[src/rtl/cpu_pkg.sv]
// Shared definitions for the hardwired control unit: opcodes, ALU operation
// codes, FSM state encoding and small decode helpers.
package cpu_pkg;

    // Instruction opcodes (ir[31:27]), ascending
    localparam logic [4:0] OP_LD   = 5'd0;
    localparam logic [4:0] OP_LDI  = 5'd1;
    localparam logic [4:0] OP_ST   = 5'd2;
    localparam logic [4:0] OP_ADD  = 5'd3;
    localparam logic [4:0] OP_SUB  = 5'd4;
    localparam logic [4:0] OP_AND  = 5'd5;
    localparam logic [4:0] OP_OR   = 5'd6;
    localparam logic [4:0] OP_SHR  = 5'd7;
    localparam logic [4:0] OP_SHL  = 5'd8;
    localparam logic [4:0] OP_ROR  = 5'd9;
    localparam logic [4:0] OP_ROL  = 5'd10;
    localparam logic [4:0] OP_ADDI = 5'd11;
    localparam logic [4:0] OP_ANDI = 5'd12;
    localparam logic [4:0] OP_ORI  = 5'd13;
    localparam logic [4:0] OP_MUL  = 5'd14;
    localparam logic [4:0] OP_DIV  = 5'd15;
    localparam logic [4:0] OP_NEG  = 5'd16;
    localparam logic [4:0] OP_NOT  = 5'd17;
    localparam logic [4:0] OP_BR   = 5'd18;
    localparam logic [4:0] OP_JR   = 5'd19;
    localparam logic [4:0] OP_JAL  = 5'd20;
    localparam logic [4:0] OP_IN   = 5'd21;
    localparam logic [4:0] OP_OUT  = 5'd22;
    localparam logic [4:0] OP_MFHI = 5'd23;
    localparam logic [4:0] OP_MFLO = 5'd24;
    localparam logic [4:0] OP_NOP  = 5'd25;
    localparam logic [4:0] OP_HALT = 5'd26;

    // ALU operation codes share the encoding of the matching opcode
    localparam logic [4:0] ALU_ADD = OP_ADD;
    localparam logic [4:0] ALU_AND = OP_AND;
    localparam logic [4:0] ALU_OR  = OP_OR;

    // Control FSM states
    typedef enum logic [3:0] {
        RESET_ST = 4'd0,
        T0       = 4'd1,
        T1       = 4'd2,
        T2       = 4'd3,
        T3       = 4'd4,
        T4       = 4'd5,
        T5       = 4'd6,
        T6       = 4'd7,
        T7       = 4'd8,
        HALT_ST  = 4'd9
    } state_t;

    // Final execute step of each instruction; undefined opcodes behave as nop
    function automatic state_t last_step(input logic [4:0] op);
        state_t s;
        case (op)
            OP_LDI, OP_ADD, OP_SUB, OP_AND, OP_OR, OP_SHR, OP_SHL,
            OP_ROR, OP_ROL, OP_ADDI, OP_ANDI, OP_ORI:    s = T5;
            OP_LD, OP_ST:                                s = T7;
            OP_MUL, OP_DIV, OP_BR:                       s = T6;
            OP_NEG, OP_NOT, OP_JAL:                      s = T4;
            default:                                     s = T3;
        endcase
        return s;
    endfunction

    // ALU operation for the immediate/address-offset add in T4
    function automatic logic [4:0] imm_alu_op(input logic [4:0] op);
        logic [4:0] a;
        case (op)
            OP_ANDI: a = ALU_AND;
            OP_ORI:  a = ALU_OR;
            default: a = ALU_ADD;
        endcase
        return a;
    endfunction

endpackage

[src/rtl/control_unit.sv]
// Hardwired Moore control FSM: fetch in T0-T2, execute in T3-T7, then back to
// T0 (or HALT_ST). All control outputs decode combinationally from the
// current state, the IR opcode and the branch condition flop.
module control_unit
    import cpu_pkg::*;
#(
    parameter int unsigned RESET_PC_HOLD = 1
) (
    input  logic        clk,
    input  logic        clr,
    input  logic        stop,
    input  logic [31:0] ir,
    input  logic        con_ff,
    output logic        PCout,
    output logic        Zlowout,
    output logic        Zhighout,
    output logic        MDRout,
    output logic        Cout,
    output logic        In_Portout,
    output logic        LOout,
    output logic        HIout,
    output logic        MARIn,
    output logic        ZIn,
    output logic        PCIn,
    output logic        MDRIn,
    output logic        IRIn,
    output logic        YIn,
    output logic        IncPC,
    output logic        HiIn,
    output logic        LoIn,
    output logic        CONIn,
    output logic        OutPortIn,
    output logic        R15In,
    output logic        Gra,
    output logic        Grb,
    output logic        Grc,
    output logic        Rin,
    output logic        Rout,
    output logic        BAout,
    output logic        read,
    output logic        write,
    output logic [4:0]  alu_op,
    output logic        run,
    output state_t      dbg_state
);

    state_t     r_state;
    state_t     w_next_state;
    state_t     w_last;
    logic [7:0] r_hold;
    logic [4:0] w_opcode;
    logic       w_unused_ir;

    assign w_opcode    = ir[31:27];
    assign w_unused_ir = ^ir[26:0];
    assign w_last      = last_step(w_opcode);
    assign dbg_state   = r_state;

    // State register; clr forces RESET_ST immediately
    always_ff @(posedge clk or posedge clr) begin
        if (clr) r_state <= RESET_ST;
        else     r_state <= w_next_state;
    end

    // Counts cycles spent in RESET_ST after clr releases (saturating)
    always_ff @(posedge clk or posedge clr) begin
        if (clr)                                      r_hold <= 8'd0;
        else if (r_state == RESET_ST && r_hold != 8'hFF) r_hold <= r_hold + 8'd1;
    end

    // Next-state: step through T-states, leave at the instruction's last step
    always_comb begin
        w_next_state = r_state;
        case (r_state)
            RESET_ST: begin
                if (32'(r_hold) + 32'd1 >= RESET_PC_HOLD) w_next_state = T0;
            end
            HALT_ST: w_next_state = HALT_ST;
            default: begin
                if (r_state == w_last) begin
                    if (w_opcode == OP_HALT || stop) w_next_state = HALT_ST;
                    else                            w_next_state = T0;
                end else begin
                    w_next_state = state_t'(r_state + 4'd1);
                end
            end
        endcase
    end

    // Output decode: every strobe defaults low, then the active step raises its set
    always_comb begin
        PCout = 1'b0; Zlowout = 1'b0; Zhighout = 1'b0; MDRout = 1'b0;
        Cout = 1'b0; In_Portout = 1'b0; LOout = 1'b0; HIout = 1'b0;
        MARIn = 1'b0; ZIn = 1'b0; PCIn = 1'b0; MDRIn = 1'b0; IRIn = 1'b0;
        YIn = 1'b0; IncPC = 1'b0; HiIn = 1'b0; LoIn = 1'b0; CONIn = 1'b0;
        OutPortIn = 1'b0; R15In = 1'b0;
        Gra = 1'b0; Grb = 1'b0; Grc = 1'b0; Rin = 1'b0; Rout = 1'b0; BAout = 1'b0;
        read = 1'b0; write = 1'b0; alu_op = 5'd0; run = 1'b0;
        case (r_state)
            T0: begin
                run = 1'b1; PCout = 1'b1; MARIn = 1'b1; IncPC = 1'b1; ZIn = 1'b1;
            end
            T1: begin
                run = 1'b1; Zlowout = 1'b1; PCIn = 1'b1; read = 1'b1; MDRIn = 1'b1;
            end
            T2: begin
                run = 1'b1; MDRout = 1'b1; IRIn = 1'b1;
            end
            T3: begin
                run = 1'b1;
                case (w_opcode)
                    OP_ADD, OP_SUB, OP_AND, OP_OR, OP_SHR, OP_SHL, OP_ROR,
                    OP_ROL, OP_ADDI, OP_ANDI, OP_ORI: begin
                        Grb = 1'b1; Rout = 1'b1; YIn = 1'b1;
                    end
                    OP_LDI, OP_LD, OP_ST: begin
                        Grb = 1'b1; BAout = 1'b1; YIn = 1'b1;
                    end
                    OP_MUL, OP_DIV: begin
                        Gra = 1'b1; Rout = 1'b1; YIn = 1'b1;
                    end
                    OP_NEG, OP_NOT: begin
                        Grb = 1'b1; Rout = 1'b1; alu_op = w_opcode; ZIn = 1'b1;
                    end
                    OP_BR:   begin Gra = 1'b1; Rout = 1'b1; CONIn = 1'b1; end
                    OP_JR:   begin Gra = 1'b1; Rout = 1'b1; PCIn = 1'b1; end
                    OP_JAL:  begin PCout = 1'b1; R15In = 1'b1; end
                    OP_IN:   begin In_Portout = 1'b1; Gra = 1'b1; Rin = 1'b1; end
                    OP_OUT:  begin Gra = 1'b1; Rout = 1'b1; OutPortIn = 1'b1; end
                    OP_MFHI: begin HIout = 1'b1; Gra = 1'b1; Rin = 1'b1; end
                    OP_MFLO: begin LOout = 1'b1; Gra = 1'b1; Rin = 1'b1; end
                    default: ;
                endcase
            end
            T4: begin
                run = 1'b1;
                case (w_opcode)
                    OP_ADD, OP_SUB, OP_AND, OP_OR, OP_SHR, OP_SHL, OP_ROR, OP_ROL: begin
                        Grc = 1'b1; Rout = 1'b1; alu_op = w_opcode; ZIn = 1'b1;
                    end
                    OP_ADDI, OP_ANDI, OP_ORI, OP_LDI, OP_LD, OP_ST: begin
                        Cout = 1'b1; alu_op = imm_alu_op(w_opcode); ZIn = 1'b1;
                    end
                    OP_MUL, OP_DIV: begin
                        Grb = 1'b1; Rout = 1'b1; alu_op = w_opcode; ZIn = 1'b1;
                    end
                    OP_NEG, OP_NOT: begin Zlowout = 1'b1; Gra = 1'b1; Rin = 1'b1; end
                    OP_BR:          begin PCout = 1'b1; YIn = 1'b1; end
                    OP_JAL:         begin Gra = 1'b1; Rout = 1'b1; PCIn = 1'b1; end
                    default: ;
                endcase
            end
            T5: begin
                run = 1'b1;
                case (w_opcode)
                    OP_ADD, OP_SUB, OP_AND, OP_OR, OP_SHR, OP_SHL, OP_ROR,
                    OP_ROL, OP_ADDI, OP_ANDI, OP_ORI, OP_LDI: begin
                        Zlowout = 1'b1; Gra = 1'b1; Rin = 1'b1;
                    end
                    OP_LD, OP_ST:   begin Zlowout = 1'b1; MARIn = 1'b1; end
                    OP_MUL, OP_DIV: begin Zlowout = 1'b1; LoIn = 1'b1; end
                    OP_BR:          begin Cout = 1'b1; alu_op = ALU_ADD; ZIn = 1'b1; end
                    default: ;
                endcase
            end
            T6: begin
                run = 1'b1;
                case (w_opcode)
                    OP_LD:          begin read = 1'b1; MDRIn = 1'b1; end
                    OP_ST:          begin Gra = 1'b1; Rout = 1'b1; MDRIn = 1'b1; end
                    OP_MUL, OP_DIV: begin Zhighout = 1'b1; HiIn = 1'b1; end
                    OP_BR: begin
                        if (con_ff) begin Zlowout = 1'b1; PCIn = 1'b1; end
                    end
                    default: ;
                endcase
            end
            T7: begin
                run = 1'b1;
                case (w_opcode)
                    OP_LD:   begin MDRout = 1'b1; Gra = 1'b1; Rin = 1'b1; end
                    OP_ST:   write = 1'b1;
                    default: ;
                endcase
            end
            default: ;
        endcase
    end

endmodule
[config.mk]
export PLATFORM = sky130hd
export DESIGN_NAME = control_unit
export DESIGN_NICKNAME = d
export VERILOG_FILES = /design/src/rtl/cpu_pkg.sv /design/src/rtl/control_unit.sv
export SDC_FILE = /design/constraint.sdc
export NUM_CORES = 1
export LEC_CHECK = 0
export ABC_AREA = 1
export BUFFER_PORTS_ARGS = -buffer_cell sky130_fd_sc_hd__buf_2
export CAP_MARGIN = 0
export CORE_ASPECT_RATIO = 1.4
export CORE_MARGIN = 3
export CORE_UTILIZATION = 43
export DETAILED_ROUTE_END_ITERATION = 16
export PLACE_DENSITY_LB_ADDON = 0.25
export SLEW_MARGIN = 0
export SYNTH_ARGS = -nofsm -noshare
export SYNTH_HDL_FRONTEND = slang
export SYNTH_SLANG_ARGS = --single-unit
[constraint.sdc]
create_clock -name clk -period 1.5 [get_ports clk]
set_input_delay 0 -clock clk [delete_from_list [all_inputs] [get_ports clk]]
set_output_delay 0 -clock clk [all_outputs]
set_load 0.005 [all_outputs]
==> impl_metrics.py <==
metrics = {
    "timing": {
        "setup_slack_ns": -0.1997,
        "slew_viol_final": 0,
        "timing_worst_slew_pin_value_ns": 0.4869,
        "clock-skew-final_ns": 0.001558,
        "hold_viol_final": 0,
        "final-setup-viol-count": 20,
        "clock.fmax_mhz": 588.4,
        "grt_setup_unrepaired": "yes",
        "finalHoldWorstSlack_ns": 0.1732,
        "setup_tns_ns": -1.739,
        "timing.final.crit_share_pct": 113.3,
        "final.min_clock_period_ns": 1.700,
        "timing.max_slew.rel_slack_pct": 67.50,
    },
    "min_path": {
        "worstHoldPathType": "in2reg",
        "hold_depth": 4,
    },
    "floorplan": {
        "dieHeight_um": 77.67,
        "io_pins": 74,
        "initial_core_utilization_pct": 45.85,
        "number_of_standard_cell_rows_in_the_floorplan": 25,
        "width_of_the_chip_um": 57.20,
        "dieArea_um2": 4442,
        "placeableCoreArea_um2": 3441,
    },
    "critical_path": {
        "crit_fanout": 6,
        "worstPathCellList": "inv_2 > buf_4 > ha_4 > nand2_8 > buf_4 > buf_4 > nor2_1 > nor2_1 > nand2_1 > buf_2",
        "type_of_origin_of_the_critical_path": "flip-flop",
        "required_ns": 1.50,
        "crit_arrival_ns": 1.70,
        "worst_r2r_path_depth": 11,
        "crit_slowest_cell": "sky130_fd_sc_hd__dfrtp_1",
        "crit_type": "reg2out",
        "delay_contributed_by_the_slowest_stage_of_the_critical_path_ns": 0.38,
        "crit_path_frequent_cell": "sky130_fd_sc_hd__buf_4",
        "endpoint_kind": "primary output",
    },
    "routing": {
        "drtPass1Iterations": 4,
        "route.top_layer_used": "met4",
        "drt_iter0_drc": 99,
        "remaining_drc_errors": 0,
        "routedWlPerCell_um": 13.25,
        "wl_um": 5353,
        "route.met2.wl_um": 2899,
        "wl_met1_um": 1956,
        "wire_length_on_met3_um": 254,
        "routed-via-count": 2067,
        "detail-route-antenna-nets": 0,
        "via_per_inst": 5.116,
    },
    "place": {
        "global_placer_s_final_weighted_congestion": 0.9170,
        "post-dp-hpwl_um": 3711,
        "area_after_dpl_um2": 1968,
        "io_buffer_count": 46,
    },
    "synthesis": {
        "netlist.top_cell.by_area": "sky130_fd_sc_hd__nand2_1",
        "synth-warning-count": 0,
        "ys_flop_type": "sky130_fd_sc_hd__dfrtp_1",
        "ys_seq_elements": 12,
        "number_of_synthesized_flops_with_an_enable_pin": 0,
        "synth_top_area_share_pct": 19.98,
        "synthesis.instances": 281,
        "post-synth-top-count-cell": "sky130_fd_sc_hd__nand2_1",
        "synth_sequential_area_ratio_pct": 19.03,
        "synth_common_cells": "84 x sky130_fd_sc_hd__nand2_1, 44 x sky130_fd_sc_hd__nor2_1, 41 x sky130_fd_sc_hd__inv_1",
        "postSynthNetCount": 323,
        "asyncSetResetFlopFracSynth_pct": 100.0,
        "unique_masters_post_synth": 31,
        "synthTopCellsByArea": "sky130_fd_sc_hd__nand2_1 20%, sky130_fd_sc_hd__dfrtp_1 19%, sky130_fd_sc_hd__nor2_1 10%, sky130_fd_sc_hd__inv_1 9.8%, sky130_fd_sc_hd__nand3_1 7.3%",
        "synthesis.area_um2": 1578,
        "syn_area_per_cell_um2": 5.615,
    },
    "power": {
        "sequentialPowerShare_pct": 20.1,
        "sw_frac_of_total_pct": 45.97,
        "design_power_total_mw": 2.869,
        "power_report.internal_total_mw": 1.550,
        "p_clk_share_pct": 10.1,
        "power-per-cell-area_nw_per_um2": 1210,
        "power.switching_mw": 1.319,
        "combPwrFrac_pct": 69.8,
        "power.leakage_nw": 1.309,
        "peakVddDrop_mv": 1.107,
    },
    "cts": {
        "htreeDepth": 1,
        "cts-buffers-inserted": 3,
        "clk_root_buffer_cell": "sky130_fd_sc_hd__clkbuf_8",
        "worstSkewPairLatency_ns": 0.24,
        "max-clock-path-buffers": 2,
        "tritoncts": "yes",
        "cts.sinks": 12,
        "clk_transition_reported_paths_ns": 0.05,
    },
    "cells_and_area": {
        "layout-drive-gt1-share_pct": 42.58,
        "regArea_um2": 301.5,
        "final_net_count": 408,
        "final.fill_count": 303,
        "multiInputGateArea_um2": 1221,
        "post-route-cell-area_um2": 2371,
        "insertedDiodeCount": 0,
        "syn_to_final_growth_pct": 50.28,
    },
    "job": {
        "timing.max_cap.violations": 0,
    },
    "grt": {
        "maximum_number_of_pins_on_one_net_before_global_route_repair": 20,
        "track_usage_pct": 23.16,
        "antenna_violations_before_repair": 0,
        "grt_residual_overflow": 0,
        "grt_first_pass_wirelength_um": 8397,
        "grt_pass1_vias": 1982,
    },
    "status": {
        "run_status": "complete, but fails checks",
        "violations": "negative setup slack",
    },
}
[sequential cells by signal, summed over array words and instances (netlist names)]
name,cells
r_hold,8
dbg_state,4
[layer usage]
| layer | vias up | global-route usage (%) |
|---|---|---|
| met5 | - | 0 |
| li1 | 1049 | - |
| met1 | 922 | 24.00 |
| met3 | 19 | 2.496 |
| met2 | 77 | 42.56 |
| met4 | 0 | 14.85 |
[layout make-up]
type	count	area share (%)
Tap cell	40	2.111
Clock buffer	3	1.741
Multi-Input combinational cell	213	51.50
Sequential cell	12	12.72
Inverter	50	8.338
Timing Repair Buffer	86	23.59
[path summary, 6_finish.rpt]
kind,to,startpoint,slack [ns]
worst max-delay path,Gra,dbg_state[1],-0.20
worst min-delay path,dbg_state[3],stop,0.17
worst max register to register,dbg_state[3],dbg_state[2],0.02
worst min register to register,r_hold[7],r_hold[7],0.57
max in group asynchronous,dbg_state[0],clr,0.81
min in group asynchronous,dbg_state[1],clr,0.34
[stage by stage]
| stage | instances | worst slack [ns] | utilization (%) |
|---|---|---|---|
| final | 404 | -0.1997 | 68.91 |
| after global routing | 404 | -0.2990 | 68.91 |
| after CTS | 399 | -0.1293 | 64.87 |
| after detailed placement | 382 | 0.002995 | 57.20 |
| after global placement | 382 | -0.001515 | 57.20 |
| after floorplan | 281 | 0.01310 | - |
[cell families (layout without fill, tap and decap cells)]
| kind of cell | Yosys count | in the layout | synth area share, % |
|---|---|---|---|
| simple gates | 180 | 180 | 50.59 |
| buf+inv | 56 | 139 | 14.91 |
| compound gates | 24 | 24 | 9.041 |
| flops | 12 | 12 | 19.03 |
| fa+ha+maj | 6 | 6 | 4.758 |
| xor+xnor | 3 | 3 | 1.666 |
[worst max-delay path: cells and delay by family (launching register included)]
family / cells / cell delay, ns
buf+inv: 5 / 0.58
flops: 1 / 0.38
simple gates: 4 / 0.31
fa+ha+maj: 1 / 0.17
[power by group through the flow]
stage / Clock (mW) / Sequential (mW) / Combinational [mW]
finish: 0.289 / 0.578 / 2.00
global route: 0.318 / 0.598 / 2.22
CTS: 0.304 / 0.572 / 1.77
detailed placement: 0 / 0.563 / 1.46
global placement: 0 / 0.558 / 1.44
floorplan: 0 / 0.556 / 0.832
[timing repair]
item	CTS	global route
endpoints found under the hold margin	12	0
buffers inserted	13	5
pin swaps	14	6
hold buffers	1	0
setup endpoints to repair	20	35
gates cloned	0	0
gates resized for setup	34	36
[layout by cell type, fill, tap and decap left out, types with 2 or more instances in the layout]
cell type                  synthesis  final
sky130_fd_sc_hd__nor3_1            7      6
sky130_fd_sc_hd__nand2_4           1      2
sky130_fd_sc_hd__buf_4             1     32
sky130_fd_sc_hd__xor2_1            2      2
sky130_fd_sc_hd__nand2_2           4     11
sky130_fd_sc_hd__o211ai_1          2      2
sky130_fd_sc_hd__buf_6             1      7
sky130_fd_sc_hd__inv_4             0      4
sky130_fd_sc_hd__o21ai_2           1      3
sky130_fd_sc_hd__o21ai_0          13     10
sky130_fd_sc_hd__nor2_4            4     10
sky130_fd_sc_hd__nand4_1           7      7
sky130_fd_sc_hd__inv_2             9     15
sky130_fd_sc_hd__nand2_1          84     75
sky130_fd_sc_hd__dfrtp_1          12     11
sky130_fd_sc_hd__clkbuf_8          1      3
sky130_fd_sc_hd__nand3_1          23     21
sky130_fd_sc_hd__nor2_2            3      9
sky130_fd_sc_hd__nor2_1           44     32
sky130_fd_sc_hd__nand3_2           1      3
sky130_fd_sc_hd__a21oi_1           3      3
sky130_fd_sc_hd__buf_2             3     46
sky130_fd_sc_hd__ha_4              0      4
sky130_fd_sc_hd__inv_1            41     31
Power figures use the tool's default switching activity.
